**src/rtl/swc_rd_sched.sv**
```systemverilog
// Weighted round-robin read scheduler: grants the shared data-RAM read engine to one queue per cell.
// Optional per-port grant statistics are enabled by defining SWC_RD_SCHED_STATS_EN.
module swc_rd_sched #(
    parameter int NPORT          = 4,
    parameter int WEIGHT_W       = 4,
    parameter int DEFAULT_WEIGHT = 1,
    parameter int TIMEOUT        = 64
) (
    input  logic                     clk,
    input  logic                     rst,
    input  logic [NPORT-1:0]         ptr_rdy,
    input  logic [NPORT-1:0]         o_cell_bp,
    output logic [NPORT-1:0]         ptr_ack,
    output logic                     grant_valid,
    output logic [NPORT-1:0]         grant_port,
    input  logic                     rd_done,
    input  logic                     cfg_wr,
    input  logic [$clog2(NPORT)-1:0] cfg_port,
    input  logic [WEIGHT_W-1:0]      cfg_weight,
    output logic                     err_timeout
`ifdef SWC_RD_SCHED_STATS_EN
    ,
    input  logic [$clog2(NPORT)-1:0] stat_sel,
    input  logic                     stat_clr,
    output logic [15:0]              stat_cnt
`endif
);
    localparam int PW = $clog2(NPORT);
    localparam int TW = $clog2(TIMEOUT) + 1;

    typedef enum logic {IDLE, WAIT} state_t;

    state_t              state, state_nx;
    logic [PW-1:0]       cur, cur_nx;
    logic [WEIGHT_W-1:0] credit, credit_nx;
    logic [WEIGHT_W-1:0] weight [NPORT];
    logic [TW-1:0]       wdog;
    logic                ack_pend;
    logic [NPORT-1:0]    elig;
    logic                pick_vld;
    logic [PW-1:0]       pick_port;
    logic [WEIGHT_W-1:0] pick_credit;
    logic [PW-1:0]       idx;
    logic                wd_exp;

    always_comb begin
        for (int unsigned p = 0; p < NPORT; p++) begin
            elig[p] = ptr_rdy[p] & ~o_cell_bp[p] & (weight[p] != '0);
        end
    end

    // Current port keeps the grant while it has credit; otherwise scan from cur+1, cur last.
    always_comb begin
        pick_vld    = 1'b0;
        pick_port   = cur;
        pick_credit = credit;
        idx         = '0;
        if (elig[cur] && credit != '0) begin
            pick_vld    = 1'b1;
            pick_credit = credit - 1'b1;
        end else begin
            for (int unsigned i = 1; i <= NPORT; i++) begin
                idx = PW'((32'(cur) + i) % NPORT);
                if (!pick_vld && elig[idx]) begin
                    pick_vld    = 1'b1;
                    pick_port   = idx;
                    pick_credit = weight[idx] - 1'b1;
                end
            end
        end
    end

    assign wd_exp = (wdog == TW'(TIMEOUT - 1));

    always_comb begin
        cur_nx    = cur;
        credit_nx = credit;
        if (state == IDLE && pick_vld) begin
            cur_nx    = pick_port;
            credit_nx = pick_credit;
        end
        // Disabling the port that owns the credit drops its remaining credit.
        if (cfg_wr && cfg_weight == '0 && cfg_port == cur_nx) begin
            credit_nx = '0;
        end
    end

    always_ff @(posedge clk) begin
        if (rst) state <= IDLE;
        else     state <= state_nx;
    end

    always_comb begin
        state_nx = state;
        case (state)
            IDLE:    if (pick_vld) state_nx = WAIT;
            WAIT:    if (rd_done || wd_exp) state_nx = IDLE;
            default: state_nx = IDLE;
        endcase
    end

    always_ff @(posedge clk) begin
        if (rst) begin
            cur         <= PW'(NPORT - 1);
            credit      <= '0;
            wdog        <= '0;
            ack_pend    <= 1'b0;
            err_timeout <= 1'b0;
            for (int unsigned p = 0; p < NPORT; p++) begin
                weight[p] <= WEIGHT_W'(DEFAULT_WEIGHT);
            end
        end else begin
            cur      <= cur_nx;
            credit   <= credit_nx;
            ack_pend <= (state == IDLE) && pick_vld;
            wdog     <= (state == IDLE) ? '0 : wdog + 1'b1;
            if (state == WAIT && wd_exp && !rd_done) begin
                err_timeout <= 1'b1;
            end
            if (cfg_wr) begin
                weight[cfg_port] <= cfg_weight;
            end
        end
    end

    always_comb begin
        grant_valid = (state == WAIT);
        grant_port  = '0;
        ptr_ack     = '0;
        if (state == WAIT) grant_port[cur] = 1'b1;
        if (ack_pend)      ptr_ack[cur]    = 1'b1;
    end

`ifdef SWC_RD_SCHED_STATS_EN
    logic [15:0] cnt [NPORT];

    always_ff @(posedge clk) begin
        if (rst || stat_clr) begin
            for (int unsigned p = 0; p < NPORT; p++) cnt[p] <= '0;
        end else begin
            for (int unsigned p = 0; p < NPORT; p++) begin
                if (ptr_ack[p] && cnt[p] != '1) cnt[p] <= cnt[p] + 16'd1;
            end
        end
    end

    always_ff @(posedge clk) begin
        if (rst) stat_cnt <= '0;
        else     stat_cnt <= cnt[stat_sel];
    end
`endif

endmodule

```
**config.mk**
```make
export PLATFORM = sky130hd
export DESIGN_NAME = swc_rd_sched
export DESIGN_NICKNAME = d
export VERILOG_FILES = /design/src/rtl/swc_rd_sched.sv
export SDC_FILE = /design/constraint.sdc
export NUM_CORES = 1
export LEC_CHECK = 0
export CAP_MARGIN = 20
export CORE_UTILIZATION = 35
export DETAILED_ROUTE_END_ITERATION = 7
export SLEW_MARGIN = 10
export SYNTH_ARGS = -nofsm -noshare
export SYNTH_HDL_FRONTEND = slang
export SYNTH_SLANG_ARGS = --single-unit
```
**constraint.sdc**
```tcl
create_clock -name clk -period 8.3 [get_ports clk]
set_input_delay 0.83 -clock clk [delete_from_list [all_inputs] [get_ports clk]]
set_output_delay 0.83 -clock clk [all_outputs]
set_load 0.005 [all_outputs]
```
Word level (Yosys, flattened, before mapping)
Memories as Yosys holds them, arrays and structs flattened.
Cells that the tools add are included.
{"block": "classes", "add_sub_neg": 10, "magnitude_cmp": 6, "n_eq_ne": 2, "n_mux": 44, "bitwise": 13, "n_reduce_logical": 26}
{"op": "two-way mux 4 bit", "n": 8}
{"op": "two-way mux 1 bit", "n": 22}
{"op": "nonzero test 4 bit", "n": 5}
{"op": "subtractor 4 x 1 -> 4 bit, second input constant", "n": 5}
{"op": "less-than comparator 2 x 3 -> 1 bit, second input constant", "n": 5}
{"op": "two-way mux 2 bit", "n": 7}
{"op": "binary-select mux 1 bit (select 2 bit)", "n": 5}
{"op": "logical AND 1 bit", "n": 10}
{"op": "AND 1 bit", "n": 8}
{"op": "adder 7 x 1 -> 7 bit, second input constant", "n": 1}
{"op": "equality test 7 x 6 -> 1 bit, second input constant", "n": 1}
{"op": "NOT 1 bit", "n": 5}
{"op": "nonzero test 5 bit", "n": 1}
{"op": "adder 2 x 1 -> 2 bit, second input constant", "n": 2}
{"op": "adder 2 bit, second input constant", "n": 2}
{"op": "logical NOT 1 bit", "n": 4}
{"op": "logical NOT 4 bit", "n": 1}
{"op": "OR reduction 2 bit", "n": 2}
{"op": "OR reduction 4 bit", "n": 1}
{"op": "demux 1 bit (select 2 bit)", "n": 1}
{"op": "equality test 2 bit", "n": 1}
{"op": "greater-or-equal comparator 2 x 1 -> 1 bit, second input constant", "n": 1}
{"op": "one-hot mux 1 bit (2 select lines)", "n": 1}
{"op": "AND reduction 2 bit", "n": 1}
{"op": "logical OR 1 bit", "n": 1}
{"block": "word_totals", "reg_bits": 16, "ramBits": 16, "input_bits": 18, "out_inout_bits": 10, "wordCells": 108, "mem_count": 1}
{"name": "weight", "depth": 4, "word_bits": 4, "read_ports": 8, "rd_ports_with_merged_regs": 0, "wr": 4, "line": "36", "source": "logic [WEIGHT_W-1:0] weight [NPORT];"}

Depth between registers and ports, before layout
Gate-level depths: netlist of the first run.
{"block": "logic_depth", "word_depth": 24, "depth_mapped": 14, "ltp_nobuf": 12}

Worst setup path before layout of the first run
No wires, ideal clock.
{"block": "synth_path", "kind": "input to register", "from": "input o_cell_bp[1]", "to": "register credit[2]", "setup_time_ps": 118, "t_arrival_ps": 2907, "setup_slack_ps": 5276, "stages": 11, "n_path_buf": 0, "path_cell_list": "nand2b_1 > nor2_2 > mux4_2 > o21ai_0 > o221a_1 > a31o_1 > inv_1 > ha_1 > or3_1 > nand3_1 > a21oi_1"}
{"block": "synth_via", "elab_chain_cells": 24, "word_cells_on_any_way": 44, "cone_classes": "eq/ne: 1; mux: 28; bitwise: 3; reduce/logical: 12"}
{"item": "from (decl)", "line": "12", "source": "input logic [NPORT-1:0] o_cell_bp,"}
{"item": "NOT 1 bit *", "line": "48", "source": "elig[p] = ptr_rdy[p] & ~o_cell_bp[p] & (weight[p] != '0);"}
{"item": "AND 1 bit * (2 in series)", "line": "48"}
{"item": "binary-select mux 1 bit (select 2 bit)", "line": "64", "source": "if (!pick_vld && elig[idx]) begin"}
{"item": "two-way mux 1 bit (not written as such)", "line": "64"}
{"item": "two-way mux 1 bit", "line": "64"}
{"item": "two-way mux 1 bit", "line": "58", "source": "if (elig[cur] && credit != '0) begin"}
{"item": "logical NOT 1 bit", "line": "64"}
{"item": "logical AND 1 bit", "line": "64"}
{"item": "[7 not listed]"}
{"item": "logical AND 1 bit", "line": "64"}
{"item": "two-way mux 1 bit", "line": "64"}
{"item": "two-way mux 1 bit", "line": "58"}
{"item": "logical AND 1 bit", "line": "78", "source": "if (state == IDLE && pick_vld) begin"}
{"item": "two-way mux 2 bit", "line": "78"}
{"item": "equality test 2 bit", "line": "83", "source": "if (cfg_wr && cfg_weight == '0 && cfg_port == cur_nx) begin"}
{"item": "logical AND 1 bit", "line": "83"}
{"item": "OR reduction 2 bit (no line)"}
{"item": "to (signal assigned)", "line": "114", "source": "credit <= credit_nx;"}
{"item": "to (decl)", "line": "35", "source": "logic [WEIGHT_W-1:0] credit, credit_nx;"}
Every way passes the cells marked *; elsewhere a longest branch is shown, timed or not. The select of a mux whose other input is x is not followed.
A chain may end at the register's enable or synchronous reset.

Worst setup path after layout of the first run
{"block": "layout_path", "from": "register cur[1]", "to": "register credit[2]"}
{"block": "layout_via", "elab_chain_cells": 22, "word_cells_on_any_way": 51, "cone_classes": "add/sub: 8; eq/ne: 1; mux: 29; reduce/logical: 12; memory: 1"}
{"item": "from (decl)", "line": "34", "source": "logic [PW-1:0] cur, cur_nx;"}
{"item": "from (signal assigned)", "line": "104", "source": "cur <= PW'(NPORT - 1);"}
{"item": "from (signal assigned)", "line": "113", "source": "cur <= cur_nx;"}
{"item": "adder 2 x 1 -> 2 bit", "line": "63", "source": "idx = PW'((32'(cur) + i) % NPORT);"}
{"item": "binary-select mux 1 bit (select 2 bit)", "line": "64"}
{"item": "two-way mux 1 bit (not written as such)", "line": "64"}
{"item": "two-way mux 1 bit", "line": "64"}
{"item": "two-way mux 1 bit", "line": "58"}
{"item": "logical NOT 1 bit", "line": "64"}
{"item": "logical AND 1 bit", "line": "64"}
{"item": "two-way mux 1 bit", "line": "64"}
{"item": "[6 not listed]"}
{"item": "logical AND 1 bit", "line": "64"}
{"item": "two-way mux 1 bit", "line": "64"}
{"item": "two-way mux 1 bit", "line": "58"}
{"item": "logical AND 1 bit", "line": "78"}
{"item": "two-way mux 2 bit", "line": "78"}
{"item": "equality test 2 bit", "line": "83"}
{"item": "logical AND 1 bit", "line": "83"}
{"item": "OR reduction 2 bit (no line)"}
Parallel ways exist; a longest one is shown, timed or not. The select of a mux whose other input is x is not followed.

==> results of run 1 <==
-- cells by family (layout without fill, tap and decap cells) --
kind of cell,after synthesis,after routing,synth area share
simple gates,110,110,0.278
compound gates,51,51,0.161
flops,32,32,0.338
mux,19,19,0.137
buf+inv,18,46,0.0317
fa+ha+maj,6,6,0.0317
xor+xnor,6,6,0.0222
-- cell usage after synthesis, types with 3 or more instances --
library cell,number,area share
sky130_fd_sc_hd__a21oi_1,8,0.017
sky130_fd_sc_hd__a31oi_1,3,0.0079
sky130_fd_sc_hd__and2_1,21,0.056
sky130_fd_sc_hd__buf_2,6,0.013
sky130_fd_sc_hd__clkbuf_1,3,0.0048
sky130_fd_sc_hd__dfxtp_1,16,0.14
sky130_fd_sc_hd__edfxtp_1,16,0.20
sky130_fd_sc_hd__ha_1,6,0.032
sky130_fd_sc_hd__inv_1,9,0.014
sky130_fd_sc_hd__mux2i_1,8,0.034
sky130_fd_sc_hd__mux4_2,8,0.076
sky130_fd_sc_hd__nand2_1,13,0.021
sky130_fd_sc_hd__nand2b_1,12,0.032
sky130_fd_sc_hd__nand3_1,10,0.021
sky130_fd_sc_hd__nor2_1,21,0.033
sky130_fd_sc_hd__nor3_1,6,0.013
sky130_fd_sc_hd__nor4_4,3,0.027
sky130_fd_sc_hd__o211ai_1,5,0.016
sky130_fd_sc_hd__o21ai_0,7,0.015
sky130_fd_sc_hd__o221a_1,3,0.014
sky130_fd_sc_hd__o32ai_1,4,0.015
sky130_fd_sc_hd__or2_2,4,0.011
sky130_fd_sc_hd__or3_1,3,0.0079
sky130_fd_sc_hd__xnor2_1,3,0.011
sky130_fd_sc_hd__xor2_1,3,0.011
-- registers in the layout, indices dropped and copies added (netlist names) --
register / flops
ack_pend: 1
credit: 4
cur: 2
err_timeout: 1
grant_valid: 1
wdog: 7
weight: 16
-- final cells by class --
class | instances | area share
well taps | 77 | 0.0344
flip-flops and latches | 32 | 0.286
repair buffers | 29 | 0.102
multi-input cells | 192 | 0.532
clock inverters | 2 | 0.00358
inverters | 9 | 0.0121
clock buffers | 6 | 0.0295
-- critical path: stages, from the launching register on --
cell                      delay (ns)
sky130_fd_sc_hd__dfxtp_1        0.78
sky130_fd_sc_hd__inv_1          0.29
sky130_fd_sc_hd__ha_1           0.51
sky130_fd_sc_hd__inv_1          0.23
sky130_fd_sc_hd__nor2_1         0.09
sky130_fd_sc_hd__o21ai_0        0.43
sky130_fd_sc_hd__o221a_1        0.27
sky130_fd_sc_hd__a31o_1         0.18
sky130_fd_sc_hd__inv_1          0.05
sky130_fd_sc_hd__ha_1           0.20
sky130_fd_sc_hd__or3_1          0.37
sky130_fd_sc_hd__nand3_1        0.08
sky130_fd_sc_hd__a21oi_1        0.06
-- through the flow --
stage | setup WS, ns | power (mW)
floorplan | 5.28 | 0.535
global placement | 4.66 | 0.643
detailed placement | 4.57 | 0.639
CTS | 4.67 | 0.763
global route | 4.44 | 0.816
finish | 4.64 | 0.760
-- worst paths after layout --
path | from | endpoint | slack [ns]
setup / recovery | cur[1]$_SDFF_PP1_ | credit[2]$_SDFFE_PP0P_ | 4.64
hold / removal | wdog[0]$_SDFF_PP0_ | wdog[0]$_SDFF_PP0_ | 0.46
setup reg to reg | cur[1]$_SDFF_PP1_ | credit[2]$_SDFFE_PP0P_ | 4.64
hold reg to reg | wdog[0]$_SDFF_PP0_ | wdog[0]$_SDFF_PP0_ | 0.46
-- report_power, final --
group	switching (mW)	internal, mW
Sequential	0.0350	0.189
Combinational	0.216	0.198
Clock	0.0547	0.0660
Total	0.306	0.453
-- layer usage --
metal	share of wire	vias to the layer above	track usage
met5	0	-	0
li1	-	974	-
met3	0.032	8	0.0206
met4	0.017	0	0.0611
met1	0.49	931	0.225
met2	0.46	44	0.254
==> flow_summary.yaml, run 1 <==
final_layout:
  synthToLayoutAreaGrowth_pct: 18.3
  finish.utilization: 0.436
  most-common-layout-cells: "27 x sky130_fd_sc_hd__clkdlybuf4s50_1, 21 x sky130_fd_sc_hd__nor2_1, 21 x sky130_fd_sc_hd__and2_1"
  num_antenna_cells: 0
  finalNonFillerCells: 347
  drive_gt1_frac: 0.148
  layout.filler_cells: 625
  seq_cell_area_um2: 801
  finish.instance_area_um2: 2800
  finalNetCount: 293
  multiInputGateArea_um2: 1490
  layout.cells.most_common: "sky130_fd_sc_hd__clkdlybuf4s50_1"
floorplanning:
  number_of_cell_rows: 29
  design.portCount: 28
  chipHeight_um: 84.2
  initial_utilization: 0.368
  core_um2: 6420
  fp.dieW_um: 84.2
  die_outline_area_um2: 7090
grt:
  antenna_violations_before_repair: 0
  gr-usage-all-layers: 0.161
  grt_pass1_wl_um: 9100
  first_global_vias: 1829
  largest_net_degree_at_the_start_of_global_routing: 28
  grt_total_ovfl: 0
run_status:
  run_status: "finished, violations left"
  violated_checks: "design-rule violations"
critical_path:
  critPathMaxFanout: 17
  timing.critical_path.to_type: "flop"
  worst_r2r_path_depth: 12
  crit_arrival_ns: 3.83
  critical_path.startpoint_type: "flop"
  type_of_the_worst_setup_path: "reg2reg"
  critical_path_required_ns: 8.47
sta:
  finalSetupTns_ns: 0
  tightestPinTransition_ns: 0.729
  grt_setup_unrepaired: "false"
  timing.max_slew.rel_slack: 0.510
  hold_viol_final: 0
  timing.final.setup_violations: 0
  finalCritPeriodShare: 0.441
  achievable-frequency_mhz: 273
  report.final.slew_viol_count: 0
  period_needed_ns: 3.66
  timing.hold.ws_ns: 0.464
  finalClockSkew_ns: 0.00213
synthesis:
  synth_area_um2: 2370
  synth.yosys.seq_area_share: 0.338
  ys_ff_latch: 32
  number_of_enable_flip_flop_cells_after_synthesis: 16
  synthesis.yosys.warnings: 0
  ys.flop_type: "sky130_fd_sc_hd__edfxtp_1"
  avgSynthCellArea_um2: 9.78
  synth.net_count: 266
  synth-async-reset-ratio: 0
  yosys.cell_types.count: 54
  syn-instance-count: 242
power:
  power_per_cell_area_nw_per_um2: 271
  cellLeakagePower_nw: 1.03
  irDropWorstVdd_uv: 140
clock_network:
  cts.sinks: 32
  postCtsSetupRepairBufs: 0
  cts.reportedPaths.clkPinSlew_ns: 0.06
  postCtsResizedCells: 0
  clockBufferDepth: 2
  clock_tree.htree_level_count: 2
  cts-buffers-inserted: 5
  clkLatencyLatePin_ns: 0.28
  post_cts_hold_buffer_count: 0
  clock_tree.root_cell: "sky130_fd_sc_hd__clkbuf_8"
  cts_tree: "yes"
route:
  viasPerCell: 5.64
  routed-via-count: 1957
  drc: 5
  antenna_left: 0
  drt_first_pass_iters: 6
  1st_iter_drt_viols: 166
  route.final.wire_length_um: 5390
  routed_wire_length_per_instance_um: 15.5
place:
  detailed_place.area_um2: 2710
  gp_congestion: 0.855
  dp.final_hpwl_um: 4190
  port-buffer-count: 27
  placed_cells: 339
flow_run:
  timing.max_cap.violations: 0
hold_path:
  hold_class: "reg2reg"
  timing.hold.worst_path_depth: 1
Note: power is estimated with default switching activity, not from simulation.
==> run 2: changes to the inputs <==
==> constraint.sdc (replaced) <==
create_clock -name clk -period 3.5 [get_ports clk]
set_input_delay 0.35 -clock clk [delete_from_list [all_inputs] [get_ports clk]]
set_output_delay 0.35 -clock clk [all_outputs]
set_load 0.005 [all_outputs]
==> flow_summary.yaml, run 2 (synthesized netlist as in run 1, its figures left out) <==
power:
  power.total_mw: 1.84
  swShare: 0.400
  total_switching_power_mw: 0.735
  power.share.sequential: 0.277
  comb_power_share: 0.568
  cellLeakagePower_nw: 1.05
  cell_internal_power_mw: 1.10
  clock_power_share: 0.155
  power_per_cell_area_nw_per_um2: 650
  irDropWorstVdd_uv: 310
final_layout:
  finalNetCount: 297
  layout.filler_cells: 634
  drive_gt1_frac: 0.153
  synthToLayoutAreaGrowth_pct: 19.5
  largestRegisters: "weight x16, wdog x7, credit x4"
  regMostFlops: "weight"
  largest_register_ffs: 16
  num_antenna_cells: 0
  layout.cells.most_common: "sky130_fd_sc_hd__clkdlybuf4s50_1"
  most-common-layout-cells: "27 x sky130_fd_sc_hd__clkdlybuf4s50_1, 21 x sky130_fd_sc_hd__nor2_1, 21 x sky130_fd_sc_hd__and2_1"
critical_path:
  timing.critical_path.to_type: "flop"
  critical_path_required_ns: 3.67
  crit_path_max_cell_delay_ns: 0.58
  type_of_the_worst_setup_path: "reg2reg"
  critPathMaxFanout: 9
  cp.buffers_inverters: 1
  crit_arrival_ns: 3.37
  critical_path.startpoint_type: "flop"
  crit_path_cell_trace: "nor4_4 -> nor2_1 -> mux4_2 -> o21ai_0 -> o221a_1 -> a31o_1 -> inv_1 -> ha_1 -> or3_1 -> nand3_1 -> a21oi_1"
  r2r_slack_ns: 0.30
  critPathTopFamily: "simple AND/OR/NAND/NOR gates"
  critical-path-slowest-cell: "sky130_fd_sc_hd__mux4_2"
sta:
  finalClockSkew_ns: 0.00482
  hold_viol_final: 0
  grt_setup_unrepaired: "false"
  finalCritPeriodShare: 0.915
  tightestPinTransition_ns: 0.717
  report.final.slew_viol_count: 0
  timing.max_slew.rel_slack: 0.517
  achievable-frequency_mhz: 312
  period_needed_ns: 3.20
  finalSetupTns_ns: 0
  timing.final.setup_violations: 0
flow_run:
  timing.max_cap.violations: 0
floorplanning:
  design.portCount: 28
  chipHeight_um: 84.2
  number_of_cell_rows: 29
  initial_utilization: 0.368
  fp.dieW_um: 84.2
  core_um2: 6420
  die_outline_area_um2: 7090
grt:
  gr-usage-all-layers: 0.167
  antenna_violations_before_repair: 0
  grt_pass1_wl_um: 9390
  first_global_vias: 1853
  largest_net_degree_at_the_start_of_global_routing: 17
  grt_total_ovfl: 0
route:
  max_layer_used: "met4"
  route.met3.wl_um: 321
  drc: 4
  1st_iter_drt_viols: 142
  routed_wire_length_per_instance_um: 16.2
  route.final.wire_length_um: 5690
  wl_met1_um: 2550
  drt_first_pass_iters: 6
  viasPerCell: 5.65
  met2_wirelength_um: 2750
  routed-via-count: 1982
  antenna_left: 0
clock_network:
  clock_tree.htree_level_count: 2
  cts_tree: "yes"
  cts.reportedPaths.clkPinSlew_ns: 0.06
  clockBufferDepth: 2
  postCtsSetupRepairBufs: 0
  post_cts_hold_buffer_count: 0
  cts-buffers-inserted: 5
  clkLatencyLatePin_ns: 0.28
  postCtsResizedCells: 0
  cts.sinks: 32
  clock_tree.root_cell: "sky130_fd_sc_hd__clkbuf_8"
hold_path:
  hold_class: "reg2reg"
place:
  dp.final_hpwl_um: 4500
  gp_congestion: 0.857
  port-buffer-count: 27
run_status:
  run_status: "finished, violations left"
  violated_checks: "design-rule violations"
-- run 2: cell count changes in the layout (fill, tap and decap cells not counted), sizes merged --
cell    change
buf         +4
clkbuf      +2
clkinv      -2
-- run 2: final cells by class --
cell class	instances	area [um^2]	area share
Sequential cell	32	801	0.283
Timing Repair Buffer	33	315	0.112
Tap cell	77	96.3	0.0341
Multi-Input combinational cell	192	1490	0.527
Clock buffer	8	90.1	0.0319
Inverter	9	33.8	0.0120
-- run 2: metal layers --
layer	global-route usage	vias to the layer above
met4	0.0533	0
met1	0.227	928
li1	-	981
met2	0.279	67
met3	0.0197	6
met5	0	-
-- run 2: final timing paths --
kind | from | endpoint | cells after the start
worst min register to register | wdog[0]$_SDFF_PP0_ | wdog[0]$_SDFF_PP0_ | 1
worst max register to register | weight[0][0]$_SDFFCE_PN1P_ | credit[2]$_SDFFE_PP0P_ | 11
worst max-delay path | weight[0][0]$_SDFFCE_PN1P_ | credit[2]$_SDFFE_PP0P_ | 11
worst min-delay path | wdog[0]$_SDFF_PP0_ | wdog[0]$_SDFF_PP0_ | 1
-- run 2: worst register-to-register path, delay by kind of cell, from the launching register on --
family                   cells  cell delay (ns)
adder cells (fa/ha/maj)      1             0.19
AND/OR/NAND/NOR              4             1.07
AO/OA/AOI/OAI                4             0.74
multiplexers                 1             0.58
flip-flops                   1             0.47
buffers and inverters        1             0.06
-- run 2: power groups by stage --
stage                     Sequential [mW]  Clock [mW]  Combinational, mW
after floorplan                     0.506           0              0.762
after global placement              0.518           0               1.04
after detailed placement            0.518           0               1.04
after CTS                           0.510       0.292               1.04
after global routing                0.520       0.309               1.15
final                               0.509       0.285               1.04
-- run 2: through the flow --
stage	hold WS [ns]	std cells	setup slack (ns)	cell area [um^2]	utilization
6_report	0.457	351	0.298	2830	0.440
5_1_grt	0.516	351	0.0448	2830	0.440
4_1_cts	0.457	351	0.273	2830	0.440
3_5_place_dp	0.442	343	0.226	2740	0.426
3_3_place_gp	0.433	343	0.223	2740	0.426
2_1_floorplan	0.418	242	0.636	2370	-
